## config.mk

```make
export PLATFORM = sky130hd
export DESIGN_NAME = alu_uart_frontend_flat
export DESIGN_NICKNAME = d
export VERILOG_FILES = /design/src/rtl/alu_pkg.sv /design/src/rtl/alu_uart_frontend_if.sv /design/src/rtl/frame_timeout_counter.sv /design/src/rtl/alu_uart_frontend.sv /design/src/flat_wrapper.sv
export SDC_FILE = /design/constraint.sdc
export NUM_CORES = 1
export LEC_CHECK = 0
export BUFFER_PORTS_ARGS = -buffer_cell sky130_fd_sc_hd__buf_4
export CAP_MARGIN = 20
export CORE_ASPECT_RATIO = 1.75
export CORE_MARGIN = 2
export CORE_UTILIZATION = 40
export DETAILED_ROUTE_END_ITERATION = 12
export PLACE_DENSITY = 0.61
export SYNTH_ARGS = -nofsm -noshare
export SYNTH_HDL_FRONTEND = slang
export SYNTH_SLANG_ARGS = --single-unit
export TNS_END_PERCENT = 20
```

## constraint.sdc

```tcl
create_clock -name clk -period 1.8 [get_ports clk]
set_clock_uncertainty 0.2 [all_clocks]
set_input_delay 0.18 -clock clk [delete_from_list [all_inputs] [get_ports clk]]
set_output_delay 0.18 -clock clk [all_outputs]
set_load 0.01 [all_outputs]
```

## src/rtl/alu_pkg.sv

```systemverilog
// Shared ALU definitions: default widths, opcode encodings and the frontend FSM states.
package alu_pkg;

  localparam int NBITS_DEF  = 8;
  localparam int COD_OP_DEF = 6;

  localparam logic [5:0] OP_ADD = 6'b100000;
  localparam logic [5:0] OP_SUB = 6'b100010;
  localparam logic [5:0] OP_AND = 6'b100100;
  localparam logic [5:0] OP_OR  = 6'b100101;
  localparam logic [5:0] OP_XOR = 6'b100110;
  localparam logic [5:0] OP_SRA = 6'b000011;
  localparam logic [5:0] OP_SRL = 6'b000010;
  localparam logic [5:0] OP_NOR = 6'b100111;

  typedef enum logic [2:0] {
    WAIT_A,
    WAIT_B,
    WAIT_OP,
    EXEC,
    SEND
  } state_e;

  // Only the mid-frame states are guarded against a stalled sender.
  function automatic logic isTimeoutState(state_e s);
    return (s == WAIT_B) || (s == WAIT_OP);
  endfunction

endpackage

```

## src/rtl/alu_uart_frontend_if.sv

```systemverilog
// Bundle of UART receive/transmit and ALU operand/result signals around the frontend.
interface alu_uart_frontend_if #(
  parameter int NBITS  = alu_pkg::NBITS_DEF,
  parameter int COD_OP = alu_pkg::COD_OP_DEF
);

  logic [NBITS-1:0]  rx_data;
  logic              rx_done;
  logic              tx_ready;
  logic [NBITS-1:0]  ALU_Result;
  logic [NBITS-1:0]  operando_A;
  logic [NBITS-1:0]  operando_B;
  logic [COD_OP-1:0] cod_operacion;
  logic [NBITS-1:0]  tx_data;
  logic              tx_start;
  logic              frame_error;

  // The frontend is the master: it owns the ALU inputs and the transmit request.
  modport master (
    input  rx_data, rx_done, tx_ready, ALU_Result,
    output operando_A, operando_B, cod_operacion, tx_data, tx_start, frame_error
  );

  modport slave (
    output rx_data, rx_done, tx_ready, ALU_Result,
    input  operando_A, operando_B, cod_operacion, tx_data, tx_start, frame_error
  );

endinterface

```

## src/rtl/frame_timeout_counter.sv

```systemverilog
// Idle-cycle counter with a terminal-count strobe; used to drop frames whose sender stalls.
module frame_timeout_counter #(
  parameter int TIMEOUT_CYCLES = 1000000
) (
  input  logic clk,
  input  logic reset,
  input  logic clear_i,
  input  logic enable_i,
  output logic terminal_o
);

  localparam int CW = (TIMEOUT_CYCLES > 1) ? $clog2(TIMEOUT_CYCLES) : 1;
  localparam logic [CW-1:0] LAST = CW'(TIMEOUT_CYCLES - 1);

  logic [CW-1:0] count_q;
  logic [CW-1:0] count_d;

  always_comb begin
    count_d = count_q;
    if (clear_i) begin
      count_d = '0;
    end else if (enable_i) begin
      count_d = count_q + 1'b1;
    end
  end

  always_ff @(posedge clk) begin
    if (reset) begin
      count_q <= '0;
    end else begin
      count_q <= count_d;
    end
  end

  assign terminal_o = enable_i && (count_q == LAST);

endmodule

```

## src/rtl/alu_uart_frontend.sv

```systemverilog
// Assembles A/B/opcode byte frames from the UART receiver into ALU operands and
// forwards the captured ALU result to the UART transmitter.
module alu_uart_frontend
  import alu_pkg::*;
#(
  parameter int NBITS          = NBITS_DEF,
  parameter int COD_OP         = COD_OP_DEF,
  parameter int TIMEOUT_CYCLES = 1000000
) (
  input  logic clk,
  input  logic reset,
  alu_uart_frontend_if.master bus
);

  state_e            state_q;
  logic [NBITS-1:0]  opA_q;
  logic [NBITS-1:0]  opB_q;
  logic [COD_OP-1:0] opCode_q;
  logic [NBITS-1:0]  txData_q;
  logic              txStart_q;
  logic              frameError_q;

  logic timeoutEn;
  logic timeoutHit;
  logic byteTaken;
  logic timeoutClr;

  assign timeoutEn  = isTimeoutState(state_q);
  assign byteTaken  = bus.rx_done && timeoutEn;
  // A byte on the terminal-count cycle still wins; the counter restarts either way.
  assign timeoutClr = !timeoutEn || byteTaken || timeoutHit;

  frame_timeout_counter #(
    .TIMEOUT_CYCLES(TIMEOUT_CYCLES)
  ) u_timeout (
    .clk       (clk),
    .reset     (reset),
    .clear_i   (timeoutClr),
    .enable_i  (timeoutEn),
    .terminal_o(timeoutHit)
  );

  always_ff @(posedge clk) begin
    if (reset) begin
      state_q      <= WAIT_A;
      opA_q        <= '0;
      opB_q        <= '0;
      opCode_q     <= '0;
      txData_q     <= '0;
      txStart_q    <= 1'b0;
      frameError_q <= 1'b0;
    end else begin
      txStart_q    <= 1'b0;
      frameError_q <= 1'b0;
      unique case (state_q)
        WAIT_A: begin
          if (bus.rx_done) begin
            opA_q   <= bus.rx_data;
            state_q <= WAIT_B;
          end
        end
        WAIT_B: begin
          if (bus.rx_done) begin
            opB_q   <= bus.rx_data;
            state_q <= WAIT_OP;
          end else if (timeoutHit) begin
            frameError_q <= 1'b1;
            state_q      <= WAIT_A;
          end
        end
        WAIT_OP: begin
          if (bus.rx_done) begin
            opCode_q <= bus.rx_data[COD_OP-1:0];
            state_q  <= EXEC;
          end else if (timeoutHit) begin
            frameError_q <= 1'b1;
            state_q      <= WAIT_A;
          end
        end
        // The ALU is combinational on the registered operands, so one cycle suffices.
        EXEC: begin
          txData_q <= bus.ALU_Result;
          state_q  <= SEND;
        end
        SEND: begin
          if (bus.tx_ready) begin
            txStart_q <= 1'b1;
            state_q   <= WAIT_A;
          end
        end
        default: state_q <= WAIT_A;
      endcase
    end
  end

  assign bus.operando_A    = opA_q;
  assign bus.operando_B    = opB_q;
  assign bus.cod_operacion = opCode_q;
  assign bus.tx_data       = txData_q;
  assign bus.tx_start      = txStart_q;
  assign bus.frame_error   = frameError_q;

endmodule

```

## src/flat_wrapper.sv

```systemverilog
// flat-port wrapper written by rule: the top's interface ports become plain ports
module alu_uart_frontend_flat import alu_pkg::*;
#(
  parameter int NBITS          = NBITS_DEF,
  parameter int COD_OP         = COD_OP_DEF,
  parameter int TIMEOUT_CYCLES = 1000000
)
  (clk, reset, bus_rx_data, bus_rx_done, bus_tx_ready, bus_ALU_Result, bus_operando_A, bus_operando_B, bus_cod_operacion, bus_tx_data, bus_tx_start, bus_frame_error);
  alu_uart_frontend_if #(.NBITS(NBITS), .COD_OP(COD_OP)) bus_i ();
  input  logic clk;
  input  logic reset;
  input wire logic [$bits(bus_i.rx_data)-1:0] bus_rx_data;
  input wire logic [$bits(bus_i.rx_done)-1:0] bus_rx_done;
  input wire logic [$bits(bus_i.tx_ready)-1:0] bus_tx_ready;
  input wire logic [$bits(bus_i.ALU_Result)-1:0] bus_ALU_Result;
  output wire logic [$bits(bus_i.operando_A)-1:0] bus_operando_A;
  output wire logic [$bits(bus_i.operando_B)-1:0] bus_operando_B;
  output wire logic [$bits(bus_i.cod_operacion)-1:0] bus_cod_operacion;
  output wire logic [$bits(bus_i.tx_data)-1:0] bus_tx_data;
  output wire logic [$bits(bus_i.tx_start)-1:0] bus_tx_start;
  output wire logic [$bits(bus_i.frame_error)-1:0] bus_frame_error;
  assign bus_i.rx_data = bus_rx_data;
  assign bus_i.rx_done = bus_rx_done;
  assign bus_i.tx_ready = bus_tx_ready;
  assign bus_i.ALU_Result = bus_ALU_Result;
  assign bus_operando_A = bus_i.operando_A;
  assign bus_operando_B = bus_i.operando_B;
  assign bus_cod_operacion = bus_i.cod_operacion;
  assign bus_tx_data = bus_i.tx_data;
  assign bus_tx_start = bus_i.tx_start;
  assign bus_frame_error = bus_i.frame_error;
  alu_uart_frontend #(.NBITS(NBITS), .COD_OP(COD_OP), .TIMEOUT_CYCLES(TIMEOUT_CYCLES)) u_core (.clk(clk), .reset(reset), .bus(bus_i));
endmodule
```

==> results of run 1 <==
per-stage QoR:
stage / TNS, ns / std cells / power [mW]
6_report: 0 / 426 / 2.21
5_1_grt: -0.00484 / 426 / 2.30
4_1_cts: 0 / 425 / 2.23
3_5_place_dp: 0 / 399 / 1.51
3_3_place_gp: 0 / 399 / 1.51
2_1_floorplan: 0 / 257 / 1.40
worst max-delay path by stage:
| stage | start | endpoint | slack [ns] | cells past startpoint |
|---|---|---|---|---|
| after CTS | u_core.state_q[1] | u_core.u_timeout.count_q[11] | 0.0005 | 4 |
| after global routing | u_core.u_timeout.count_q[0] | u_core.u_timeout.count_q[16] | -0.005 | 5 |
| after floorplan | u_core.state_q[1] | u_core.u_timeout.count_q[13] | 0.03 | 6 |
| after detailed placement | u_core.u_timeout.count_q[6] | u_core.u_timeout.count_q[17] | 0.006 | 6 |
| final | u_core.u_timeout.count_q[6] | u_core.u_timeout.count_q[12] | 0.05 | 5 |
| after global placement | u_core.state_q[0] | u_core.u_timeout.count_q[15] | 0.05 | 4 |
critical path, stage by stage, from the launching register on:
cell and delay [ns]:
dfxtp_2 0.35, and4_4 0.23, nand3_2 0.09, buf_12 0.17, or4_1 0.51, a21oi_1 0.13
timing repair:
action                     4_1_cts  5_1_grt
buffers inserted                 0        1
hold buffers                    18        0
gates cloned                     0        0
hold endpoints to repair        34        0
setup endpoints to repair       12       20
gates resized for setup          2       14
pin swaps                        0        3
registers in the layout (all words and copies together), names as in the netlist:
signal	cells
u_core.bus.cod_operacion	6
u_core.bus.frame_error	1
u_core.bus.operando_A	8
u_core.bus.operando_B	8
u_core.bus.tx_data	8
u_core.bus.tx_start	1
u_core.state_q	3
u_core.u_timeout.count_q	20
per-layer routing:
layer	vias up	share of wire
met5	-	0
met4	0	0.013
met3	7	0.043
met2	44	0.55
met1	1037	0.39
li1	1092	-
layout by cell type, fill, tap and decap left out, drive strengths merged:
cell and count:
nor4b 1, o21ai 5, and2 1, buf 83
and4b 1, nor3 2, clkinv 2, inv 3
nand3 9, nor2 26, xnor2 5, and3 4
dfxtp 55, mux2i 14, nor3b 4, o31a 1
nand2 38, a21oi 28, o31ai 9, a2111oi 1
o21ba 1, dlygate4sd3 18, nand2b 3, and3b 2
or3 1, or4 9, and4 2, xor2 5
nand4b 1, a211oi 1, nor4 3, ha 1
nand4 4, clkbuf 5, nand3b 2
cells by family after synthesis:
family	share of synthesized area
adders and majority gates	0.00539
xor gates and xnor gates	0.0458
AOI/OAI and AO/OA	0.117
DFF	0.475
and+or+nand+nor	0.257
muxes	0.0604
buffers and inverters	0.0394
final cells by class:
| type | count | area [sq um] | area share |
|---|---|---|---|
| Timing Repair Buffer | 101 | 816 | 0.249 |
| Multi-Input combinational cell | 184 | 1160 | 0.354 |
| Inverter | 2 | 7.51 | 0.00229 |
| Clock inverter | 3 | 18.8 | 0.00573 |
| Clock buffer | 5 | 68.8 | 0.0210 |
| Sequential cell | 55 | 1110 | 0.339 |
| Tap cell | 76 | 95.1 | 0.0290 |
where the power goes:
| group | switching [mW] | leakage (nW) | internal (mW) |
|---|---|---|---|
| Sequential | 0.0193 | 0.449 | 1.24 |
| Clock | 0.412 | 0.0483 | 0.275 |
| Combinational | 0.121 | 0.836 | 0.135 |
==> summary.txt, run 1 <==
Root Driver - clkbuf_8
Met2 usage - 0.335
Top cells by area, synth - dfxtp_1, mux2i_1, nand2_1
Critical Path End Type - register
Syn-to-layout area delta - 41.3%
Synth unique cells - 43
Hold WC Path Type - primary input to register
Max IR drop VDD - 647 uV
Synth top cells by count - dfxtp_1, nand2_1, a21oi_1, nor2_1, mux2i_1
Vias in the first global route - 2166
Number of flops mapped to enable cells by yosys - 0
R2r endpoint - u_core.u_timeout.count_q[12]
Final hold vios - 0
DR vias/cell - 5.12
DRT Wirelength - 5.67 mm
Worst-Margin Slew - 0.342 ns
Routing usage on met3 - 0.0507
Routability cong. - 0.771
Busiest layer in global routing - met2
Grt met1 use - 0.196
Mean Syn Cell Area - 9.03 sq um
Post-DP HPWL - 4.10 mm
Core area - 5590 sq um
Max_slew headroom - 0.772
Port Buf Inserts - 51
Final setup viols - 0
Fillers - 542
Synth Register Bits - 55
Placed cell area - 2960 sq um
Area of the mapped netlist - 2320 sq um
Share of layout cells above drive strength 1 - 0.329
Critical path class - register to register
Fmax - 573 MHz
Post-synth ARST share - 0
Routed WL per cell - 13.3 um
Min Clock Period, post-route - 1.75 ns
Critical Path Fanout Max - 22
Reg clk slew, reported paths - 0.10 ns
Total of max-cap violations - 0
Syn Nets - 278
Routed via count - 2180
Reg2reg setup slack - 0.05 ns
Leak - 1.33 nW
# diodes - 0
DR iter-0 viols - 79
Setup crit start kind - register
Cell row count - 36
R2r startpoint - u_core.u_timeout.count_q[6]
Die Width - 61.6 um
HP Start - reset
CTS tree - done
Total GRT Usage - 0.186
Post-route setup slack - 0.0541 ns
WHS Endpoint - u_core.bus.frame_error
Hold slack - 0.00816 ns
Nets@finish - 370
Starting Density - 0.415
First-pass GRT wire length - 9.37 mm
Most frequent cell after synthesis - dfxtp_1
Worst-Skew Late Latency - 0.31 ns
Dominant synthesized flop cell - dfxtp_1
Status - completed
Post-DRT Antenna Nets - 0
Leading area contributor after synthesis - dfxtp_1
Register area share after synthesis - 0.475
CTS Buffer Depth - 2
Final instance area - 3280 sq um
DIE AREA - 6450 sq um
R2r worst-path depth - 5
Dpl ws - 0.00642 ns
Hold depth - 3
Max-slew violations - 0
Yosys Warn Count - 0
Die height - 105 um
Pwr dens - 673 nW/um^2
H-tree levels - 2
Num Clock Sinks - 55
Antenna violations before repair - 0
CP arrival - 1.79 ns
Gate Count Post-Synth - 257
Tcrit/Tclk final - 0.970
Largest net degree at the start of global routing - 35
Post-layout utilization of the core - 0.587
Crit path required time - 1.85 ns
GRT overflow - 0
I/O pins - 52
TritonRoute pass-1 iters - 4
Share of the synthesized area in the top cell type - 0.475
Num CTS Buffers - 5
DRC viols - 0
Note: power is estimated with default switching activity, not from simulation.
==> run 2, diff against run 1 <==
--- a/config.mk
+++ b/config.mk
@@ -6,12 +6,13 @@
 export NUM_CORES = 1
 export LEC_CHECK = 0
 export BUFFER_PORTS_ARGS = -buffer_cell sky130_fd_sc_hd__buf_4
-export CAP_MARGIN = 20
 export CORE_ASPECT_RATIO = 1.75
 export CORE_MARGIN = 2
 export CORE_UTILIZATION = 40
 export DETAILED_ROUTE_END_ITERATION = 12
 export PLACE_DENSITY = 0.61
+export RECOVER_POWER = 100
+export SETUP_SLACK_MARGIN = 0.2
 export SYNTH_ARGS = -nofsm -noshare
 export SYNTH_HDL_FRONTEND = slang
 export SYNTH_SLANG_ARGS = --single-unit
==> run 2 against run 1 <==
Compared with the run above:
- via count is 2.5% higher
- largest power group unchanged
- design area up 2.2%
- combinational power down 3%
==> summary.txt, run 2 (synthesis results as in run 1) <==
Status - completed
R2r startpoint - u_core.u_timeout.count_q[6]
Max_slew headroom - 0.778
Pwr dens - 700 nW/um^2
Reg clk slew, reported paths - 0.10 ns
Placed Cells - 388
DIE AREA - 6450 sq um
Number of flip-flops under the largest register name - 20
Unrepaired setup endpoints after global routing - true
Setup crit start kind - register
TritonRoute pass-1 iters - 4
Power, Total - 2.35 mW
Total of max-cap violations - 0
Cell row count - 36
Leak - 1.25 nW
Most frequent cells in the layout - buf_4, dfxtp_1, nand2_1
CP delay by family, top - simple AND/OR/NAND/NOR gates
WHS Endpoint - u_core.state_q[0]
DR vias/cell - 5.14
HP Start - bus_rx_done
Nets@finish - 379
CTS tree - done
Critical Path Fanout Max - 6
Post-DP HPWL - 4.01 mm
CP arrival - 1.74 ns
Post-DRT Antenna Nets - 0
Final setup viols - 0
Antenna violations before repair - 0
Post-route setup slack - 0.0964 ns
# diodes - 0
Placed cell area - 2900 sq um
Vias in the first global route - 2275
Final instance area - 3350 sq um
DRT Wirelength - 6.06 mm
Share of layout cells above drive strength 1 - 0.298
Worst-Margin Slew - 0.324 ns
Fmax - 587 MHz
Max-slew violations - 0
H-tree levels - 2
First-pass GRT wire length - 9.83 mm
Final hold vios - 0
Die Width - 61.6 um
Starting Density - 0.415
R2r endpoint - u_core.u_timeout.count_q[12]
Num Clock Sinks - 55
DRC viols - 0
Reg2reg setup slack - 0.1 ns
Critical path class - register to register
Die height - 105 um
Total GRT Usage - 0.197
Worst-Skew Late Latency - 0.31 ns
Root Driver - clkbuf_8
Min Clock Period, post-route - 1.70 ns
DR iter-0 viols - 56
Non-filler instance count after layout - 435
Tcrit/Tclk final - 0.946
Largest net degree at the start of global routing - 35
I/O pins - 52
Most common cell after layout, fill and taps aside - buf_4
Critical Path End Type - register
Core area - 5590 sq um
Num CTS Buffers - 5
Routed WL per cell - 13.9 um
CP max stage cell - or4_4
Buf/Inv on CP - 0
Routability cong. - 0.856
Routed via count - 2234
Worst stage delay on the critical path - 0.52 ns
CTS Buffer Depth - 2
R2r worst-path depth - 4
Max IR drop VDD - 645 uV
Most flops, register - u_core.u_timeout.count_q
Syn-to-layout area delta - 44.4%
GRT overflow - 0
Hold depth - 4
Hold WC Path Type - primary input to register
Fillers - 549
CP Cell Sequence - and4_4 > nand3_4 > or4_4 > a21oi_1
Port Buf Inserts - 51
Crit path required time - 1.84 ns
Dpl ws - -0.000669 ns
-- run 2: through the flow --
stage	util	hold slack (ns)	TNS, ns
2_1_floorplan	-	0.116	0
3_3_place_gp	0.519	0.210	-0.00623
3_5_place_dp	0.519	0.219	-0.000669
4_1_cts	0.606	0.0476	0
5_1_grt	0.600	0.0696	0
6_report	0.600	0.0636	0
-- run 2: power breakdown --
group	total, mW	leakage (nW)	internal (mW)	switching [mW]
combinational	0.249	0.744	0.126	0.123
clock	0.842	0.0548	0.420	0.423
sequential	1.25	0.454	1.24	0.0185
-- run 2: how the worst max path moves through the flow --
stage                                      from                            to  slack, ns  cells after the start
floorplan                     u_core.state_q[1]  u_core.u_timeout.count_q[13]       0.14                      6
global placement              u_core.state_q[0]   u_core.u_timeout.count_q[3]     -0.004                      7
detailed placement            u_core.state_q[0]  u_core.u_timeout.count_q[16]    -0.0007                      7
CTS                           u_core.state_q[1]  u_core.u_timeout.count_q[11]       0.15                      4
global route        u_core.u_timeout.count_q[9]  u_core.u_timeout.count_q[15]       0.04                      4
finish              u_core.u_timeout.count_q[6]  u_core.u_timeout.count_q[12]        0.1                      4
-- run 2: timing repair --
item,4_1_cts,5_1_grt
cloned,2,0
pin swaps,16,6
resized for setup,24,18
setup endpoints to repair,36,38
hold buffers,18,0
setup buffers,13,6
hold endpoints to repair,34,0
-- run 2: cell type report --
type | count | area, sq um | area share
clock buffer | 5 | 68.8 | 0.0205
sequential | 55 | 1130 | 0.339
timing repair buffer | 108 | 742 | 0.222
tap | 76 | 95.1 | 0.0284
inverter | 2 | 7.51 | 0.00224
clock inverter | 3 | 46.3 | 0.0138
multi-input combinational | 186 | 1250 | 0.375
-- run 2: per-layer routing --
layer | track usage | vias up | part of all wire
met5 | 0 | - | 0
met4 | 0.0760 | 0 | 0.027
met3 | 0.0520 | 16 | 0.049
met2 | 0.359 | 63 | 0.57
met1 | 0.199 | 1050 | 0.36
li1 | - | 1105 | -
-- run 2: tightest hold or removal path, delay by kind of cell --
family | cells | cell delay (ns)
compound gates | 1 | 0.05
buf+inv | 2 | 0.23
simple gates | 1 | 0.07
